==> config.mk <==
export PLATFORM = sky130hd
export DESIGN_NAME = fifo_regif_slave
export DESIGN_NICKNAME = d
export VERILOG_FILES = /design/src/rtl/fifo_regif_pkg.sv /design/src/rtl/sync_byte_fifo.sv /design/src/rtl/fifo_regif_slave.sv
export SDC_FILE = /design/constraint.sdc
export NUM_CORES = 1
export LEC_CHECK = 0
export BUFFER_PORTS_ARGS = -buffer_cell sky130_fd_sc_hd__buf_2
export CORE_UTILIZATION = 42
export CTS_BUF_LIST = sky130_fd_sc_hd__clkbuf_16
export DETAILED_ROUTE_END_ITERATION = 12
export PLACE_DENSITY_LB_ADDON = 0.05
export SETUP_SLACK_MARGIN = 0.5
export SYNTH_ARGS = -nofsm -noshare
export SYNTH_HDL_FRONTEND = slang
export SYNTH_SLANG_ARGS = --single-unit
==> constraint.sdc <==
create_clock -name clk_i -period 3.75 [get_ports clk_i]
set_input_delay 0 -clock clk_i [delete_from_list [all_inputs] [get_ports clk_i]]
set_output_delay 0 -clock clk_i [all_outputs]
set_load 0.05 [all_outputs]
==> src/rtl/fifo_regif_pkg.sv <==
// Shared definitions for the CPU-bus FIFO responder: register addresses, status
// and control bit positions, CTRL reset value and the level saturation helper.
package fifo_regif_pkg;

  typedef enum logic [1:0] {
    REG_CTRL     = 2'd0,
    REG_IN_STAT  = 2'd1,
    REG_OUT_STAT = 2'd2,
    REG_OUT_DATA = 2'd3
  } reg_addr_e;

  localparam int CTRL_IN_IRQ_EN  = 0;
  localparam int CTRL_OUT_IRQ_EN = 1;
  localparam logic [1:0] CTRL_RST_VAL = 2'b11;

  localparam int STAT_LEVEL_FLAG = 0;
  localparam int STAT_STICKY     = 1;
  localparam int STAT_LEVEL_LSB  = 4;

  // Fill levels are reported in a 4-bit field, so anything above 15 reads as 15.
  function automatic logic [3:0] sat15(input int v);
    return (v > 15) ? 4'hF : v[3:0];
  endfunction

endpackage

==> src/rtl/sync_byte_fifo.sv <==
// Synchronous byte FIFO with first-word fall-through head; overflowing pushes and
// underflowing pops are ignored, head reads 0 while empty.
module sync_byte_fifo #(
  parameter int DEPTH = 8
) (
  input  logic                     clk_i,
  input  logic                     rst_i,
  input  logic                     push_i,
  input  logic                     pop_i,
  input  logic [7:0]               data_i,
  output logic [7:0]               data_o,
  output logic [$clog2(DEPTH):0]   count_o,
  output logic                     full_o,
  output logic                     empty_o
);

  localparam int AW = $clog2(DEPTH);
  localparam int CW = AW + 1;

  logic [7:0]    r_mem [DEPTH];
  logic [AW-1:0] r_wr_ptr;
  logic [AW-1:0] r_rd_ptr;
  logic [CW-1:0] r_count;
  logic          w_push;
  logic          w_pop;

  assign full_o  = (r_count == CW'(DEPTH));
  assign empty_o = (r_count == '0);
  assign w_push  = push_i & ~full_o;
  assign w_pop   = pop_i & ~empty_o;
  assign count_o = r_count;
  assign data_o  = empty_o ? 8'h00 : r_mem[r_rd_ptr];

  always_ff @(posedge clk_i) begin
    if (rst_i) begin
      r_wr_ptr <= '0;
      r_rd_ptr <= '0;
      r_count  <= '0;
    end else begin
      if (w_push) r_wr_ptr <= r_wr_ptr + AW'(1);
      if (w_pop)  r_rd_ptr <= r_rd_ptr + AW'(1);
      case ({w_push, w_pop})
        2'b10:   r_count <= r_count + CW'(1);
        2'b01:   r_count <= r_count - CW'(1);
        default: r_count <= r_count;
      endcase
    end
  end

  // Storage is not reset; pointers and count alone define the contents.
  always_ff @(posedge clk_i) begin
    if (w_push) r_mem[r_wr_ptr] <= data_i;
  end

endmodule

==> src/rtl/fifo_regif_slave.sv <==
// Register-mapped CPU responder bridging two byte FIFOs to the USB_CDC streams.
// Build option FIFO_REGIF_LEVELS_EN reports FIFO fill levels in status bits [7:4].
module fifo_regif_slave
  import fifo_regif_pkg::*;
#(
  parameter int IN_DEPTH  = 8,
  parameter int OUT_DEPTH = 8
) (
  input  logic       clk_i,
  input  logic       rst_i,
  input  logic       sel_i,
  input  logic       read_i,
  input  logic       write_i,
  input  logic [1:0] addr_i,
  input  logic [7:0] data_i,
  output logic [7:0] data_o,
  output logic       in_irq_o,
  output logic       out_irq_o,
  output logic [7:0] in_data_o,
  output logic       in_valid_o,
  input  logic       in_ready_i,
  input  logic [7:0] out_data_i,
  input  logic       out_valid_i,
  output logic       out_ready_o
);

  localparam int INCW  = $clog2(IN_DEPTH) + 1;
  localparam int OUTCW = $clog2(OUT_DEPTH) + 1;

  logic            w_rd;
  logic            w_wr;
  reg_addr_e       w_addr;
  logic            w_in_push;
  logic            w_in_pop;
  logic            w_in_full;
  logic            w_in_empty;
  logic [INCW-1:0] w_in_count;
  logic [7:0]      w_in_head;
  logic            w_out_push;
  logic            w_out_pop;
  logic            w_out_full;
  logic            w_out_empty;
  logic [OUTCW-1:0] w_out_count;
  logic [7:0]      w_out_head;
  logic [7:0]      w_in_stat;
  logic [7:0]      w_out_stat;
  logic [3:0]      w_in_lvl;
  logic [3:0]      w_out_lvl;

  logic [1:0]      r_ctrl;
  logic            r_in_drop;
  logic            r_out_undr;
  logic [7:0]      r_data;
  logic            r_in_irq;
  logic            r_out_irq;

  assign w_rd       = sel_i & read_i;
  assign w_wr       = sel_i & write_i;
  assign w_addr     = reg_addr_e'(addr_i);
  assign w_in_push  = w_wr & (w_addr == REG_IN_STAT);
  assign w_in_pop   = in_ready_i & ~w_in_empty;
  assign w_out_push = out_valid_i & ~w_out_full;
  assign w_out_pop  = w_rd & (w_addr == REG_OUT_DATA);

  sync_byte_fifo #(.DEPTH(IN_DEPTH)) u_in_fifo (
    .clk_i   (clk_i),
    .rst_i   (rst_i),
    .push_i  (w_in_push),
    .pop_i   (w_in_pop),
    .data_i  (data_i),
    .data_o  (w_in_head),
    .count_o (w_in_count),
    .full_o  (w_in_full),
    .empty_o (w_in_empty)
  );

  sync_byte_fifo #(.DEPTH(OUT_DEPTH)) u_out_fifo (
    .clk_i   (clk_i),
    .rst_i   (rst_i),
    .push_i  (w_out_push),
    .pop_i   (w_out_pop),
    .data_i  (out_data_i),
    .data_o  (w_out_head),
    .count_o (w_out_count),
    .full_o  (w_out_full),
    .empty_o (w_out_empty)
  );

`ifdef FIFO_REGIF_LEVELS_EN
  assign w_in_lvl  = sat15(IN_DEPTH - int'(w_in_count));
  assign w_out_lvl = sat15(int'(w_out_count));
`else
  assign w_in_lvl  = 4'h0;
  assign w_out_lvl = 4'h0;
`endif

  always_comb begin
    w_in_stat  = 8'h00;
    w_out_stat = 8'h00;
    w_in_stat[STAT_LEVEL_FLAG]            = ~w_in_full;
    w_in_stat[STAT_STICKY]                = r_in_drop;
    w_in_stat[STAT_LEVEL_LSB +: 4]        = w_in_lvl;
    w_out_stat[STAT_LEVEL_FLAG]           = ~w_out_empty;
    w_out_stat[STAT_STICKY]               = r_out_undr;
    w_out_stat[STAT_LEVEL_LSB +: 4]       = w_out_lvl;
  end

  always_ff @(posedge clk_i) begin
    if (rst_i) begin
      r_ctrl     <= CTRL_RST_VAL;
      r_in_drop  <= 1'b0;
      r_out_undr <= 1'b0;
      r_data     <= 8'h00;
      r_in_irq   <= 1'b0;
      r_out_irq  <= 1'b0;
    end else begin
      // A full FIFO cannot accept a push, so a pop from full is the DEPTH -> DEPTH-1 step.
      r_in_irq  <= r_ctrl[CTRL_IN_IRQ_EN] & w_in_pop & (w_in_count == INCW'(IN_DEPTH));
      r_out_irq <= r_ctrl[CTRL_OUT_IRQ_EN] & w_out_push & (w_out_count == '0);

      if (w_wr && w_addr == REG_CTRL) r_ctrl <= data_i[1:0];

      if (w_in_push && w_in_full)                r_in_drop <= 1'b1;
      else if (w_rd && w_addr == REG_IN_STAT)    r_in_drop <= 1'b0;

      if (w_out_pop && w_out_empty)              r_out_undr <= 1'b1;
      else if (w_rd && w_addr == REG_OUT_STAT)   r_out_undr <= 1'b0;

      if (w_rd) begin
        case (w_addr)
          REG_CTRL:     r_data <= {6'b0, r_ctrl};
          REG_IN_STAT:  r_data <= w_in_stat;
          REG_OUT_STAT: r_data <= w_out_stat;
          REG_OUT_DATA: r_data <= w_out_head;
          default:      r_data <= 8'h00;
        endcase
      end
    end
  end

  assign data_o      = r_data;
  assign in_irq_o    = r_in_irq;
  assign out_irq_o   = r_out_irq;
  assign in_data_o   = w_in_head;
  assign in_valid_o  = ~w_in_empty;
  assign out_ready_o = ~w_out_full;

endmodule

# Word-level counts from Yosys, hierarchy flattened
# Memories as Yosys holds them, arrays and structs flattened. A register that Yosys moved wholly into a read port is not among the register bits.
# Cells that the tools add are included.
[totals]
ff_bits = 34
mem_bits_rw = 128
inputBits = 25
out_inout_bits = 20
wordCells = 78
memories = 2
[mem_list]
columns = ["memory", "depth", "width", "read_ports", "rd_ports_with_merged_regs", "write_ports", "line", "rtl"]
rows = [
  ["u_in_fifo.r_mem", 8, 8, 1, 1, 1, "sync_byte_fifo.sv:20", "logic [7:0] r_mem [DEPTH];"],
  ["u_out_fifo.r_mem", 8, 8, 1, 1, 1, "sync_byte_fifo.sv:20", ""],
]
[op_classes]
add_sub_neg = 8
eq_ne = 9
mux = 17
bitwise = 18
reduce_logical = 12
[op_table]
columns = ["operator", "n"]
rows = [
  ["one-hot mux 8 bit (4 select lines)", 1],
  ["2-to-1 mux 8 bit", 2],
  ["one-hot mux 4 bit (2 select lines)", 2],
  ["AND 1 bit", 14],
  ["adder 3 x 1 -> 3 bit (second input constant)", 4],
  ["2-to-1 mux 3 bit", 4],
  ["adder 4 x 1 -> 4 bit (second input constant)", 2],
  ["== test 2 bit (second input constant)", 4],
  ["== test 4 bit (second input constant)", 2],
  ["zero test 4 bit", 2],
  ["2-to-1 mux 1 bit", 8],
  ["nonzero test 2 bit", 4],
  ["subtractor 4 x 1 -> 4 bit (second input constant)", 2],
  ["== test 2 x 1 -> 1 bit (second input constant)", 3],
  ["logical AND 1 bit", 5],
  ["NOT 1 bit", 4],
  ["zero test 2 bit", 1],
]

# Depth between registers and ports, before layout
[logic_depth]
depth_word = 6
mapped_depth = 12
ltp_nobuf = 11

# Hierarchy
# From an unflattened synthesis, not the netlist that was laid out.
[hier_totals]
cells_unflattened = 411
area_unflattened_um2 = 6871.6
[by_module_without_submodules]
columns = ["module", "n_inst", "cells_per_inst", "area_each_um2", "seq_area_each_um2"]
rows = [
  ["sync_byte_fifo (u_out_fifo)", 1, 175, 3134.3, 2182.1],
  ["sync_byte_fifo (u_in_fifo)", 1, 175, 3125.5, 2182.1],
  ["fifo_regif_slave", 1, 61, 611.8, 280.3],
]

# Worst setup path before layout
# No wires, ideal clock.
[synth_timing]
path_kind = "reg2reg"
from = "reg u_in_fifo.r_count[1] (netlist: u_in_fifo.count_o[1])"
to = "reg u_in_fifo.r_count[2] (netlist: u_in_fifo.count_o[2])"
setup_time_ns = 0.071
arrival_ns = 2.521
required_ns = 3.679
setup_slack_ns = 1.158
path_stages_with_launch = 13
n_path_buf = 1
period_less_slack_ns = 2.592
cell_sequence = "dfxtp_1 -> buf_6 -> nor4_4 -> inv_2 -> nand2_1 -> inv_1 -> ha_1 -> xor2_1 -> ha_1 -> a21oi_1 -> xor2_1 -> or3_1 -> a21oi_1"
[synth_via]
elab_chain_cells = 6
word_cells_on_any_way = 13
classes_between = "add/sub (2); eq/ne (3); mux (1); bitwise (5); reduce/logical (2)"
[synth_rtl]
columns = ["element", "line", "rtl"]
rows = [
  ["start, declared", "sync_byte_fifo.sv:23", "logic [CW-1:0] r_count;"],
  ["start signal, assigned", "sync_byte_fifo.sv:43", "2'b10: r_count <= r_count + CW'(1);"],
  ["start signal, assigned", "sync_byte_fifo.sv:44", "2'b01: r_count <= r_count - CW'(1);"],
  ["start signal, assigned", "sync_byte_fifo.sv:45", "default: r_count <= r_count;"],
  ["zero test 4 bit *", "sync_byte_fifo.sv:28", "assign empty_o = (r_count == '0);"],
  ["NOT 1 bit *", "n/a", ""],
  ["net in_valid_o", "fifo_regif_slave.sv:20", "output logic in_valid_o,"],
  ["AND 1 bit", "fifo_regif_slave.sv:61", "assign w_in_pop = in_ready_i & ~w_in_empty;"],
  ["AND 1 bit *", "sync_byte_fifo.sv:30", "assign w_pop = pop_i & ~empty_o;"],
  ["== test 2 x 1 -> 1 bit / == test 2 bit (equally long branches)", "sync_byte_fifo.sv:42", "case ({w_push, w_pop})"],
  ["one-hot mux 4 bit (2 select lines) / nonzero test 2 bit (equally long branches)", "n/a", ""],
]
# The timed path passes the listed nets; every way through them passes the cells marked *.
# A chain may end at the register's enable or synchronous reset.

# Worst setup path after layout
[layout_timing]
from = "reg u_in_fifo.r_count[1] (netlist: u_in_fifo.count_o[1])"
to = "reg u_in_fifo.r_count[2] (netlist: u_in_fifo.count_o[2])"
[layout_via]
elab_chain_cells = 6
word_cells_on_any_way = 13
classes_between = "add/sub (2); eq/ne (3); mux (1); bitwise (5); reduce/logical (2)"
[layout_rtl]
columns = ["element", "line"]
rows = [
  ["zero test 4 bit", "sync_byte_fifo.sv:28"],
  ["NOT 1 bit", "sync_byte_fifo.sv:30, fifo_regif_slave.sv:61"],
  ["AND 1 bit", "fifo_regif_slave.sv:61"],
  ["AND 1 bit", "sync_byte_fifo.sv:30"],
  ["== test 2 x 1 -> 1 bit / == test 2 bit (equally long branches)", "sync_byte_fifo.sv:42"],
  ["one-hot mux 4 bit (2 select lines) / nonzero test 2 bit (equally long branches)", "n/a"],
]
# Several ways; a longest one is shown, not always the timed one.

==> summary.txt <==
Place
  – Placed cells: between 600 and 700
  – GPL Wtd Cong: 0.719
  – Dpl hpwl: 8090 µm
  – # port buffers: 44

Synth
  – Synth top area share: 56.8%
  – Top cells by area, synth: edfxtp_1 57%, dfxtp_1 12%, mux4_2 8.7%
  – Synthesized area per cell: 16.5 µm²
  – Count leader, synth: edfxtp_1
  – Async set-reset flop share out of synthesis: 0%
  – Seq/Total Area, Yosys: 68.7%
  – Number of synthesized flops with an enable pin: 128
  – Register bit total from synthesis: 168
  – Netlist Area Pre-Place: 6760 µm²
  – Main synth FF type: edfxtp_1
  – Post-Synthesis Cells: 410
  – Synth cell types: 46
  – Yosys Warn Count: 0
  – Synthesized Nets: 445
  – Most frequent cells after synthesis: 128 x edfxtp_1, 40 x dfxtp_1, 32 x nor2_1, 26 x mux4_2, 22 x mux2i_1
  – Post-synth top area cell: edfxtp_1

Timing
  – Clock skew: 7.82 ps
  – Minimum clock period: between 2000 and 3000 ps
  – Slew headroom: 33.4%
  – Final setup violation count: 0
  – Period utilization: between 60% and 70%
  – Unrepaired setup endpoints after global routing: false
  – Final hold viol count: 0
  – Setup TNS: 0 ps
  – Max Clock Freq: 382 MHz
  – Fin. max-slew vios: 0
  – Worst Max-Slew Pin Slew: between 900 and 1000 ps

CTS
  – Post-CTS setup buffers: 0
  – Clock Sinks: about 170
  – H-tree level count: 4
  – CTS buffer count: 17
  – Reg clk slew, reported paths: 60 ps
  – TritonCTS clock tree: done
  – Worst-skew pair later-pin latency: 420 ps
  – Clock Tree Root: clkbuf_16
  – Clock Tree Buf Depth: 2
  – # resized after CTS: 0

Power and ir drop
  – Design Power: 4.27 mW
  – P per Cell Area: 532 nW/µm²
  – Maximum vdd drop: between 0.3 and 0.4 mV
  – Leak Pwr: 2.72 nW

Route
  – Post-route DRC: 0
  – Iter 0 DRT Violations: 183
  – Vias/cell: between 5 and 6
  – Post-DR wirelength/cell: approximately 18 µm
  – DRT antenna net count: 0
  – Vias post-DR: 3581
  – First-pass DRT Iterations: 4
  – Routed wire length: 12800 µm

Hold path
  – HP Class: in -> reg

Setup path
  – Crit path required time: 4100 ps
  – WP data arrival: 2960 ps
  – Setup crit end kind: flip-flop
  – Max FO, Critical Path: 9
  – Type of origin of the critical path: flip-flop
  – Reg-to-reg slack, setup: 1130 ps
  – Kind of critical path: reg -> reg

Floorplanning
  – Die height: 129 µm
  – Full die area: around 17000 µm²
  – Starting Density: 42.7%
  – Core area: 15800 µm²
  – Die W: 129 µm
  – I/O Pins: between 40 and 50
  – # rows: 46

Cells and area
  – Number of fill cells: 1362
  – Final #Nets: 513
  – Layout Cells excl Fill: 707
  – Layout cells sized above 1: 24.0%
  – Antenna diode count: 0
  – Area grow syn2layout: 18.8%

GRT
  – Grt total ovfl: 0
  – Global-route wire length before repair: 20100 µm
  – Initial antenna violation count: 0
  – Largest net degree at the start of global routing: 35
  – Vias in the first global route: 3561
  – Total Routing Usage GR: 16.8%

Job
  – Max cap viols: 0

Run status
  – Outcome: finished, final reports clean
[sequential cells by signal, summed over array words and instances, names as in the netlist, named ones only]
signal and flops:
u_out_fifo.r_rd_ptr 3, u_in_fifo.count_o 4, u_in_fifo.r_wr_ptr 3, u_out_fifo.r_mem 64, in_irq_o 1, out_irq_o 1
u_out_fifo.count_o 4, r_out_undr 1, data_o 8, u_out_fifo.r_wr_ptr 3, u_in_fifo.r_rd_ptr 3, u_in_fifo.r_mem 64
r_in_drop 1, r_ctrl 2
[critical path: stages (launching register included)]
cell and delay [ps]:
dfxtp_1 410, or4b_1 680, nand2_4 180, ha_1 280, xor2_1 170, ha_1 160, a21oi_1 50, xor2_1 160
or3_1 310, a21oi_1 130
[stage by stage]
step           hold slack (ps)  area (µm²)  setup slack, ps  utilization, %
2_1_floorplan             98.9        6760             1160               -
3_3_place_gp               268        7220             1220            45.6
3_5_place_dp               275        7220             1150            45.6
4_1_cts                   29.1        8040             1130            50.8
5_1_grt                   70.5        8040              880            50.8
6_report                  35.1        8040             1130            50.8
[worst paths after layout]
| check | start | end | cells past startpoint |
|---|---|---|---|
| worst max-delay path | u_in_fifo.count_o[1]$_SDFFE_PP0P_ | u_in_fifo.count_o[2]$_SDFFE_PP0P_ | 9 |
| worst min-delay path | addr_i[0] | r_out_undr$_SDFFE_PP0P_ | 3 |
| worst max register to register | u_in_fifo.count_o[1]$_SDFFE_PP0P_ | u_in_fifo.count_o[2]$_SDFFE_PP0P_ | 9 |
| worst min register to register | data_o[4]$_SDFFE_PP0P_ | data_o[4]$_SDFFE_PP0P_ | 2 |
[cell usage in the layout, fill, tap and decap left out, drive strengths merged, types with 2 or more instances in the layout]
cell type	count
nand2b	5
ha	10
clkinv	4
a211o	2
nor4	4
mux4	31
nand2	19
edfxtp	128
o21ai	13
clkbuf	17
bufinv	4
nor4b	5
a21oi	12
buf	50
inv	7
or3	2
nor3b	3
o22ai	2
mux2i	22
nor3	12
dfxtp	40
nor2	32
xor2	12
xnor2	2
nor2b	5
nand3b	2
clkinvlp	2
dlygate4sd3	21
or4b	2
nand3	10
[logic make-up (layout without fill, tap and decap cells)]
kind of cell,after synthesis,count (layout),share of synthesized area [%]
mux,54,54,14.0
xor+xnor,14,14,1.81
fa+ha+maj,10,10,1.85
flops,168,168,68.7
compound gates,34,34,2.92
buf+inv,24,105,2.03
simple gates,106,106,8.69
[per-layer routing]
metal	track usage [%]	routed length, µm	vias up
met5	0	0	-
li1	-	-	1723
met3	3.87	351	13
met2	28.4	6360	59
met1	21.1	5950	1786
met4	6.23	175	0
[power breakdown]
part / total (mW) / switching [mW] / internal, mW
Clock: 1.79 / 0.685 / 1.11
Combinational: 0.413 / 0.252 / 0.160
Sequential: 2.07 / 0.0323 / 2.04
[cell type report]
class,count,area (µm²),area share (%)
Timing Repair Buffer,71,475,5.92
Multi-Input combinational cell,218,2030,25.2
Inverter,2,7.51,0.0934
Sequential cell,168,4640,57.8
Clock buffer,17,425,5.29
Tap cell,216,270,3.36
Clock inverter,15,184,2.29
[repair_timing]
action / in CTS / in global routing
hold buffers: 21 / 0
endpoints found under the hold margin: 140 / 0
setup endpoints to repair: 0 / 0
Power figures use the tool's default switching activity.
